## src/rtl/div_seq_unit_pkg.sv

```systemverilog
// Shared definitions for the sequential integer divide unit: op encoding,
// FSM state encoding and the default datapath width.
package div_seq_unit_pkg;

    localparam int unsigned DIV_XLEN = 32;

    typedef enum logic [1:0] {
        DIV_OP_DIV  = 2'd0,
        DIV_OP_DIVU = 2'd1,
        DIV_OP_REM  = 2'd2,
        DIV_OP_REMU = 2'd3
    } div_op_e;

    typedef enum logic [2:0] {
        DIV_IDLE,
        DIV_PREP,
        DIV_CALC,
        DIV_FIX,
        DIV_DONE
    } div_state_e;

    // DIV and REM treat operands as two's complement
    function automatic logic div_is_signed(input div_op_e op);
        return (op == DIV_OP_DIV) || (op == DIV_OP_REM);
    endfunction

    // REM and REMU return the remainder instead of the quotient
    function automatic logic div_is_rem(input div_op_e op);
        return (op == DIV_OP_REM) || (op == DIV_OP_REMU);
    endfunction

endpackage

```

## src/rtl/div_seq_unit_step.sv

```systemverilog
// One radix-2 restoring divide iteration, purely combinational.
// The dividend register shifts its MSB into the partial remainder and
// receives the new quotient bit in its LSB.
module div_step
    import div_seq_unit_pkg::*;
#(
    parameter int unsigned XLEN = DIV_XLEN
) (
    input  logic [XLEN:0]   rem,
    input  logic [XLEN-1:0] dvd,
    input  logic [XLEN-1:0] dsr,
    output logic [XLEN:0]   next_rem,
    output logic [XLEN-1:0] next_dvd
);

    logic [XLEN+1:0] shifted;
    logic [XLEN:0]   dsr_ext;
    logic [XLEN:0]   diff;
    logic            ge;

    // shift, trial-subtract, restore when the subtraction would go negative
    always_comb begin
        shifted  = {rem, dvd[XLEN-1]};
        dsr_ext  = {1'b0, dsr};
        ge       = (shifted >= {1'b0, dsr_ext});
        diff     = shifted[XLEN:0] - dsr_ext;
        next_rem = ge ? diff : shifted[XLEN:0];
        next_dvd = {dvd[XLEN-2:0], ge};
    end

endmodule

```

## src/rtl/div_seq_unit.sv

```systemverilog
// Multi-cycle DIV/DIVU/REM/REMU sequencer for the execute stage.
// Request/response valid/ready handshakes, RISC-V divide-by-zero and
// signed-overflow results resolved at acceptance, flush aborts any work.
module div_seq_unit
    import div_seq_unit_pkg::*;
#(
    parameter int unsigned XLEN = DIV_XLEN
) (
    input  logic            clk,
    input  logic            rst,
    input  logic            flush,
    input  logic            req_vld,
    output logic            req_rdy,
    input  logic [1:0]      req_op,
    input  logic [XLEN-1:0] req_opa,
    input  logic [XLEN-1:0] req_opb,
    output logic            rsp_vld,
    input  logic            rsp_rdy,
    output logic [XLEN-1:0] rsp_data,
    output logic            busy
);

    localparam int unsigned     CW      = $clog2(XLEN);
    localparam logic [XLEN-1:0] INT_MIN = {1'b1, {(XLEN-1){1'b0}}};

    div_state_e      state;
    div_op_e         op_q;
    logic            sgn_q;
    logic            neg_q;
    logic            neg_r;
    logic [CW-1:0]   cnt;
    logic [XLEN:0]   rem;
    logic [XLEN-1:0] dvd;
    logic [XLEN-1:0] dsr;

    div_op_e         req_op_e;
    logic            req_sgn;
    logic            req_is_rem;
    logic [XLEN-1:0] dvd_mag;
    logic [XLEN-1:0] dsr_mag;
    logic [XLEN:0]   step_rem;
    logic [XLEN-1:0] step_dvd;
    logic [XLEN-1:0] q_fix;
    logic [XLEN-1:0] r_fix;

    assign req_rdy = (state == DIV_IDLE) && !flush;
    assign busy    = (state != DIV_IDLE);

    // decode the incoming op and the operand magnitudes / sign-fixed results
    always_comb begin
        req_op_e   = div_op_e'(req_op);
        req_sgn    = div_is_signed(req_op_e);
        req_is_rem = div_is_rem(req_op_e);
        dvd_mag    = (sgn_q && dvd[XLEN-1]) ? ('0 - dvd) : dvd;
        dsr_mag    = (sgn_q && dsr[XLEN-1]) ? ('0 - dsr) : dsr;
        q_fix      = neg_q ? ('0 - dvd) : dvd;
        r_fix      = neg_r ? ('0 - rem[XLEN-1:0]) : rem[XLEN-1:0];
    end

    div_step #(
        .XLEN (XLEN)
    ) u_step (
        .rem      (rem),
        .dvd      (dvd),
        .dsr      (dsr),
        .next_rem (step_rem),
        .next_dvd (step_dvd)
    );

    // sequencer: accept, prepare magnitudes, iterate, fix signs, hand off
    always_ff @(posedge clk) begin
        if (!rst) begin
            state    <= DIV_IDLE;
            op_q     <= DIV_OP_DIV;
            sgn_q    <= 1'b0;
            neg_q    <= 1'b0;
            neg_r    <= 1'b0;
            cnt      <= '0;
            rem      <= '0;
            dvd      <= '0;
            dsr      <= '0;
            rsp_vld  <= 1'b0;
            rsp_data <= '0;
        end else if (flush) begin
            state   <= DIV_IDLE;
            rsp_vld <= 1'b0;
        end else begin
            case (state)
                DIV_IDLE: begin
                    if (req_vld) begin
                        op_q  <= req_op_e;
                        sgn_q <= req_sgn;
                        dvd   <= req_opa;
                        dsr   <= req_opb;
                        if (req_opb == '0) begin
                            state    <= DIV_DONE;
                            rsp_vld  <= 1'b1;
                            rsp_data <= req_is_rem ? req_opa : '1;
                        end else if (req_sgn && (req_opa == INT_MIN) && (req_opb == '1)) begin
                            state    <= DIV_DONE;
                            rsp_vld  <= 1'b1;
                            rsp_data <= req_is_rem ? '0 : req_opa;
                        end else begin
                            state <= DIV_PREP;
                        end
                    end
                end
                DIV_PREP: begin
                    dvd   <= dvd_mag;
                    dsr   <= dsr_mag;
                    neg_q <= sgn_q && (dvd[XLEN-1] != dsr[XLEN-1]);
                    neg_r <= sgn_q && dvd[XLEN-1];
                    rem   <= '0;
                    cnt   <= CW'(XLEN - 1);
                    state <= DIV_CALC;
                end
                DIV_CALC: begin
                    rem <= step_rem;
                    dvd <= step_dvd;
                    cnt <= cnt - 1'b1;
                    if (cnt == '0) begin
                        state <= DIV_FIX;
                    end
                end
                DIV_FIX: begin
                    rsp_data <= div_is_rem(op_q) ? r_fix : q_fix;
                    rsp_vld  <= 1'b1;
                    state    <= DIV_DONE;
                end
                DIV_DONE: begin
                    if (rsp_rdy) begin
                        rsp_vld <= 1'b0;
                        state   <= DIV_IDLE;
                    end
                end
                default: begin
                    state   <= DIV_IDLE;
                    rsp_vld <= 1'b0;
                end
            endcase
        end
    end

endmodule

```

## config.mk

```make
export PLATFORM = sky130hd
export DESIGN_NAME = div_seq_unit
export DESIGN_NICKNAME = d
export VERILOG_FILES = /design/src/rtl/div_seq_unit_pkg.sv /design/src/rtl/div_seq_unit_step.sv /design/src/rtl/div_seq_unit.sv
export SDC_FILE = /design/constraint.sdc
export NUM_CORES = 1
export LEC_CHECK = 0
export BUFFER_PORTS_ARGS = -buffer_cell sky130_fd_sc_hd__clkbuf_2
export CAP_MARGIN = 20
export CORE_ASPECT_RATIO = 1.4
export CORE_MARGIN = 2
export CORE_UTILIZATION = 39
export CTS_CLUSTER_DIAMETER = 150
export DETAILED_ROUTE_END_ITERATION = 16
export GPL_ROUTABILITY_DRIVEN = 0
export PLACE_DENSITY = 0.54
export SLEW_MARGIN = 20
export SYNTH_ARGS = -nofsm -noshare
export SYNTH_HDL_FRONTEND = slang
export SYNTH_SLANG_ARGS = --single-unit
```

## constraint.sdc

```tcl
create_clock -name clk -period 8.94 [get_ports clk]
set_input_delay 1.788 -clock clk [delete_from_list [all_inputs] [get_ports clk]]
set_output_delay 1.788 -clock clk [all_outputs]
set_load 0.02 [all_outputs]
```

Word level (Yosys, flattened, before mapping)

Index checks and enable logic that the tools add are counted.
W data, S select, Z words.

Register bits after elaboration: 143
Bits in latches: 0
Memory bits (writable): 0
Memory bits (read-only): 0
Input bits: 71
Output and inout port bits: 35
Logic and storage cells: 95
Memories kept: 0

Add/subtract/negate cells: 5
$mul: 0
Divide/modulo/power cells: 0
Magnitude comparators: 1
Equality and inequality tests: 17
Shift operators: 0
Multiplexer cells: 29
Bitwise gates (word level): 3
Reductions and logical operators: 29

Operators by type and width:

| cell                    | number |
|---|---|
| $mux W32                | 12 |
| $pmux W32 S2            | 2 |
| $pmux W32 S3            | 1 |
| $sub A1 B32 Y32 const A | 3 |
| $pmux W33 S2            | 1 |
| $eq A32 B32 Y1 const B  | 2 |
| $ge A34 B32 Y1          | 1 |
| $mux W33                | 1 |
| $sub A33 B32 Y33        | 1 |
| $logic_not A32 Y1       | 1 |
| $reduce_and A4 Y1       | 4 |
| $mux W3                 | 5 |
| $pmux W3 S5             | 1 |
| $ne A2 B2 Y1 const B    | 5 |
| $pmux W5 S2             | 1 |
| $eq A2 B2 Y1 const B    | 4 |
| $eq A3 B2 Y1 const B    | 2 |
| $logic_and A1 B1 Y1     | 6 |
| $reduce_and A3 Y1       | 2 |
| $reduce_bool A2 Y1      | 3 |
| $reduce_bool A3 Y1      | 2 |
| $logic_not A5 Y1        | 1 |
| $sub A5 B1 Y5 const B   | 1 |
| $mux W1                 | 4 |
| 12 further kinds        | 18 |

Logic depth before layout (Yosys ltp)

Depth in word-level cells: 8
Mapped depth: 13
Mapped depth without buffers: 12

By module

From an unflattened synthesis, not the netlist that was laid out.

Cells, all modules: 1608
Area total of the unflattened synthesis: 11949.0 um2

By module, submodules not included:

| module       | instances | cells each | area each (um2) | sequential area each (um2) |
|---|---|---|---|---|
| div_seq_unit | 1         | 1230       | 9517.9          | 2842.7 |
| div_step     | 1         | 378        | 2431.1          | 0.0 |

Worst setup path before layout

No wires, ideal clock.

Kind: input port to output port
From: input flush
To: output req_rdy
Arrival: 2.463 ns
Data required time: 7.152 ns
Setup slack: 4.689 ns
Cell stages on the path: 3
Buffers on the path: 2
Cells stage by stage: clkbuf_1 -> buf_1 -> nor2_1

Word-level cells in the longest chain between the ends: 2

Ends and longest elaborated chain:

| element             | line               | text |
|---|---|---|
| start, declared     | div_seq_unit.sv:11 | `input logic flush,` |
| $logic_not A1 Y1    | div_seq_unit.sv:46 | `assign req_rdy = (state == DIV_IDLE) && !flush;` |
| $logic_and A1 B1 Y1 | div_seq_unit.sv:46 |  |
| end, declared       | div_seq_unit.sv:13 | `output logic req_rdy,` |

Every way passes these cells.

Worst setup path after layout

From: input req_opa[18]
To: register rsp_data[13]

Word-level cells in the longest chain between the ends: 5

Ends and longest elaborated chain:

| element                           | line                | text |
|---|---|---|
| start, declared                   | div_seq_unit.sv:15  | `input logic [XLEN-1:0] req_opa,` |
| $eq A32 B32 Y1                    | div_seq_unit.sv:99  | `end else if (req_sgn && (req_opa == INT_MIN) && (req_opb == '1)) begin` |
| $logic_and A1 B1 Y1 (2 in series) | div_seq_unit.sv:99  |  |
| $ne A3 B1 Y1 (no line)            | -                   |  |
| $reduce_and A4 Y1 (no line)       | -                   |  |
| end signal, assigned              | div_seq_unit.sv:98  | `rsp_data <= req_is_rem ? req_opa : '1;` |
| end signal, assigned              | div_seq_unit.sv:102 | `rsp_data <= req_is_rem ? '0 : req_opa;` |
| end signal, assigned              | div_seq_unit.sv:126 | `rsp_data <= div_is_rem(op_q) ? r_fix : q_fix;` |
| end, declared                     | div_seq_unit.sv:19  | `output logic [XLEN-1:0] rsp_data,` |

Every way passes these cells.
A chain may end at the register's enable or synchronous reset.

==> impl_metrics.py <==
metrics = {
    "setup_path": {
        "worst_ep_required_time_ns": 9.27,
        "worst_setup_path_endpoint": "rsp_data[13]$_SDFFE_PN0P_",
        "crit_buf_inv": 3,
        "critical-path-max-stage-delay_ns": 0.65,
        "r2r_start": "dvd[31]$_SDFFE_PN0P_",
        "regToRegSetupSlack_ns": 4.57,
        "setup.worst_path.start_class": "input pin",
        "worstPathMaxFanout": 24,
        "cp.depth": 11,
        "worst_path_dominant_cell_family": "simple AND/OR/NAND/NOR gates",
        "timing.critical_path.slowest_stage_cell": "sky130_fd_sc_hd__or4_1",
        "reg2regPathDepth": 13,
        "worst-endpoint-arrival_ns": 4.83,
        "worst_setup_path_end_kind": "register",
        "critical_path.startpoint": "req_opa[18]",
        "crit_type": "in2reg",
        "cells_along_the_critical_path": "clkbuf_2 -> or4b_1 -> or4_1 -> nor3_1 -> a31oi_1 -> o21a_1 -> nor2_1 -> buf_4 -> nor2_1 -> buf_4 -> a22o_1",
        "worstReg2RegEnd": "rem[20]$_SDFFE_PN0P_",
    },
    "yosys": {
        "yosys_most_used_dff": "sky130_fd_sc_hd__dfxtp_1",
        "number_of_warning_messages_in_the_yosys_log": 0,
        "synthesis.area_per_instance_sq_um": 7.54,
        "synth_enable_flop_cells": 0,
        "synth_seq_area_share_pct": 26.7,
        "syn_nets": 1521,
        "async_reset_ff_share_pct": 0,
        "syn_area_sq_um": 10600,
        "yosys_register_bits": 142,
        "synth_cell_type_count": 76,
        "post_synth_inst_count": 1412,
    },
    "floorplan": {
        "initial_utilization_pct": 39.7,
        "vertical_extent_of_the_die_um": 199,
        "core_region_area_sq_um": 26800,
        "rows": 71,
        "design.die.area_sq_um": 28700,
        "chipWidth_um": 144,
        "top_level_ports": 106,
    },
    "power": {
        "max-vdd-ir-drop_v": 0.000139,
        "power.share.switching_pct": 32.1,
        "cellInternalPower_w": 0.00129,
        "p_switching_w": 0.000612,
        "pwr-share-seq_pct": 36.3,
        "p_leak_nw": 4.78,
        "power.density_nw_per_um2": 159,
        "power.clock.fraction_pct": 38.9,
        "comb_power_share_pct": 24.9,
    },
    "sta": {
        "max_clock_freq_mhz": 222,
        "finalMaxSlewViolations": 0,
        "finalHoldViolCount": 0,
        "worst-slew-pin-transition_ns": 0.988,
        "layout_setup_ws_ns": 4.44,
        "timing.max_slew.rel_slack_pct": 34.0,
        "timing.clock.skew_ns": 0.0110,
        "timing.setup.tns_ns": 0,
        "setup_viol": 0,
        "timing.final.crit_share_pct": 50.3,
        "grt_setup_unrepaired": "false",
        "post-route-min-period_ns": 4.50,
    },
    "global_route": {
        "groute.layer.met1.usage_pct": 34.0,
        "number_of_global_route_vias_before_repair": 10600,
        "use_met3_pct": 3.71,
        "grt_pass1_wl_um": 59500,
        "top_usage_layer": "met2",
        "grt_util_all_layers_pct": 26.7,
        "number_of_antenna_violations_at_the_first_check_in_global_routing": 0,
        "global_route.usage.met2_pct": 45.7,
        "grt-ovfl-total": 0,
        "grt_start_max_net_pins": 72,
    },
    "final_layout": {
        "final_cell_mix": "142 x sky130_fd_sc_hd__dfxtp_1, 136 x sky130_fd_sc_hd__nand2_1, 127 x sky130_fd_sc_hd__nor2_1",
        "final_common_cell": "sky130_fd_sc_hd__dfxtp_1",
        "multi_input_area_sq_um": 7240,
        "layout_cells_sized_above_1_pct": 12.4,
        "layout.area.seq_sq_um": 2840,
        "finish.net_count": 1562,
        "fillCellCount": 2808,
        "areaGrowthSynthToFinish_pct": 12.8,
        "num_antenna_cells": 0,
    },
    "clock_tree": {
        "post_cts.resized_instances": 0,
        "max-clock-path-buffers": 2,
        "clock_insertion_delay_worst_skew_ns": 0.44,
        "holdBufCountCts": 0,
        "post-cts-setup-buffer-count": 0,
        "cts_num_sinks": 142,
        "tritoncts": "built",
        "htreeDepth": 4,
        "tritoncts.num_buffers": 17,
        "clock_transition_at_the_register_clock_pins_on_the_worst_setup_and_hold_paths_after_cts_ns": 0.06,
        "cts-root-buf": "sky130_fd_sc_hd__clkbuf_16",
    },
    "place": {
        "dpl.hpwl_um": 28000,
        "dp_worst_setup_slack_ns": 3.93,
        "placement.io_buffers": 105,
    },
    "detailed_routing": {
        "average_wire_length_per_cell_after_detail_routing_um": 20.7,
        "detail_route.first_pass.iterations": 5,
        "detail_route.vias_per_cell": 6.02,
        "routed_wl_um": 37800,
        "detail_route.iter0.violations": 850,
        "postRouteAntennaNets": 0,
        "routed-via-count": 11000,
        "post-route-drc-count": 0,
    },
    "run_status": {
        "outcome": "finished, final reports clean",
    },
    "worst_hold_path": {
        "hold_path.class": "reg2reg",
    },
    "flow_run": {
        "max-cap-violations": 0,
    },
}
## power by group through the flow
stage          registers [W]  clock network [W]  logic, W
3_3_place_gp        0.000703                  0  0.000466
5_1_grt             0.000695           0.000778  0.000521
4_1_cts             0.000690           0.000752  0.000469
2_1_floorplan       0.000688                  0  0.000344
3_5_place_dp        0.000703                  0  0.000467
6_report            0.000691           0.000740  0.000473
## worst register-to-register path, stage by stage (launching register included)
cell and delay, ns:
sky130_fd_sc_hd__dfxtp_1 0.39, sky130_fd_sc_hd__inv_1 0.21, sky130_fd_sc_hd__ha_1 0.21, sky130_fd_sc_hd__inv_1 0.06
sky130_fd_sc_hd__fa_1 0.40, sky130_fd_sc_hd__a21o_1 0.21, sky130_fd_sc_hd__a221oi_1 0.53, sky130_fd_sc_hd__o2bb2ai_1 0.29
sky130_fd_sc_hd__o211ai_1 0.30, sky130_fd_sc_hd__a311o_1 0.47, sky130_fd_sc_hd__a21oi_4 0.15, sky130_fd_sc_hd__buf_4 0.42
sky130_fd_sc_hd__nand2b_1 0.44, sky130_fd_sc_hd__o21ai_0 0.16
## worst min-delay path by stage
stage	from	end	slack, ns	cells after the start
CTS	rsp_data[25]$_SDFFE_PN0P_	rsp_data[25]$_SDFFE_PN0P_	0.47	1
detailed placement	rsp_data[25]$_SDFFE_PN0P_	rsp_data[25]$_SDFFE_PN0P_	0.45	1
floorplan	rem[32]$_SDFFE_PN0P_	rem[32]$_SDFFE_PN0P_	0.44	2
finish	rsp_data[25]$_SDFFE_PN0P_	rsp_data[25]$_SDFFE_PN0P_	0.46	1
global route	rsp_data[28]$_SDFFE_PN0P_	rsp_data[28]$_SDFFE_PN0P_	0.49	1
global placement	rem[32]$_SDFFE_PN0P_	rem[32]$_SDFFE_PN0P_	0.45	2
## flip-flops by register name, summed over array words and instances (netlist names)
name and count:
rem 33, dsr 32, dvd 32, rsp_data 32, cnt 5, state 3
neg_q 1, neg_r 1, op_q 1, rsp_vld 1, sgn_q 1
## layout make-up
type                    instances  share of cell area, %
clock buffers                  26                   4.32
flip-flops and latches        142                   23.7
inverters                      55                   1.72
repair buffers                124                   5.56
clock inverters                 5                  0.646
well taps                     365                   3.80
multi-input cells            1113                   60.3
## cell usage after synthesis, drive strengths merged, types with 14 or more instances
library cell	n	area [sq um]
a32oi	16	140
mux2i	20	200
clkbuf	95	360
dfxtp	142	2840
nor3b	14	105
o21ai	126	631
nand2	136	510
a21oi	95	479
inv	55	206
or4	20	173
or3	21	136
nand4	17	106
nor4	24	156
nor2	131	492
xor2	53	464
nor3	42	210
nand3	26	130
nand2b	14	87.6
a221o	19	190
a32o	14	140
xnor2	45	394
a22oi	36	270
o31ai	22	189
ha	37	463
## logic make-up after synthesis
family,after synthesis,synth area share [%]
AO/OA/AOI/OAI,458,29.5
AND/OR/NAND/NOR,487,22.5
flip-flops,142,26.7
XOR/XNOR,98,8.06
adder cells (fa/ha/maj),50,5.67
multiplexers,20,1.88
buffers and inverters,157,5.62
## metrics by stage
stage	std cells	hold slack, ns	total power, W	util (%)	cell area (sq um)
3_5_place_dp	1799	0.452	0.00117	42.5	11400
3_3_place_gp	1799	0.453	0.00117	42.5	11400
2_1_floorplan	1412	0.436	0.00103	-	10600
4_1_cts	1830	0.468	0.00191	44.8	12000
5_1_grt	1830	0.493	0.00199	44.8	12000
6_report	1830	0.461	0.00190	44.8	12000
## metal layers
| layer | routed length (um) | part of all wire, % |
|---|---|---|
| met2 | 18100 | 48 |
| met1 | 16600 | 44 |
| met5 | 0 | 0 |
| met4 | 1180 | 3.1 |
| met3 | 1910 | 5.0 |
Note: power is estimated with default switching activity, not from simulation.
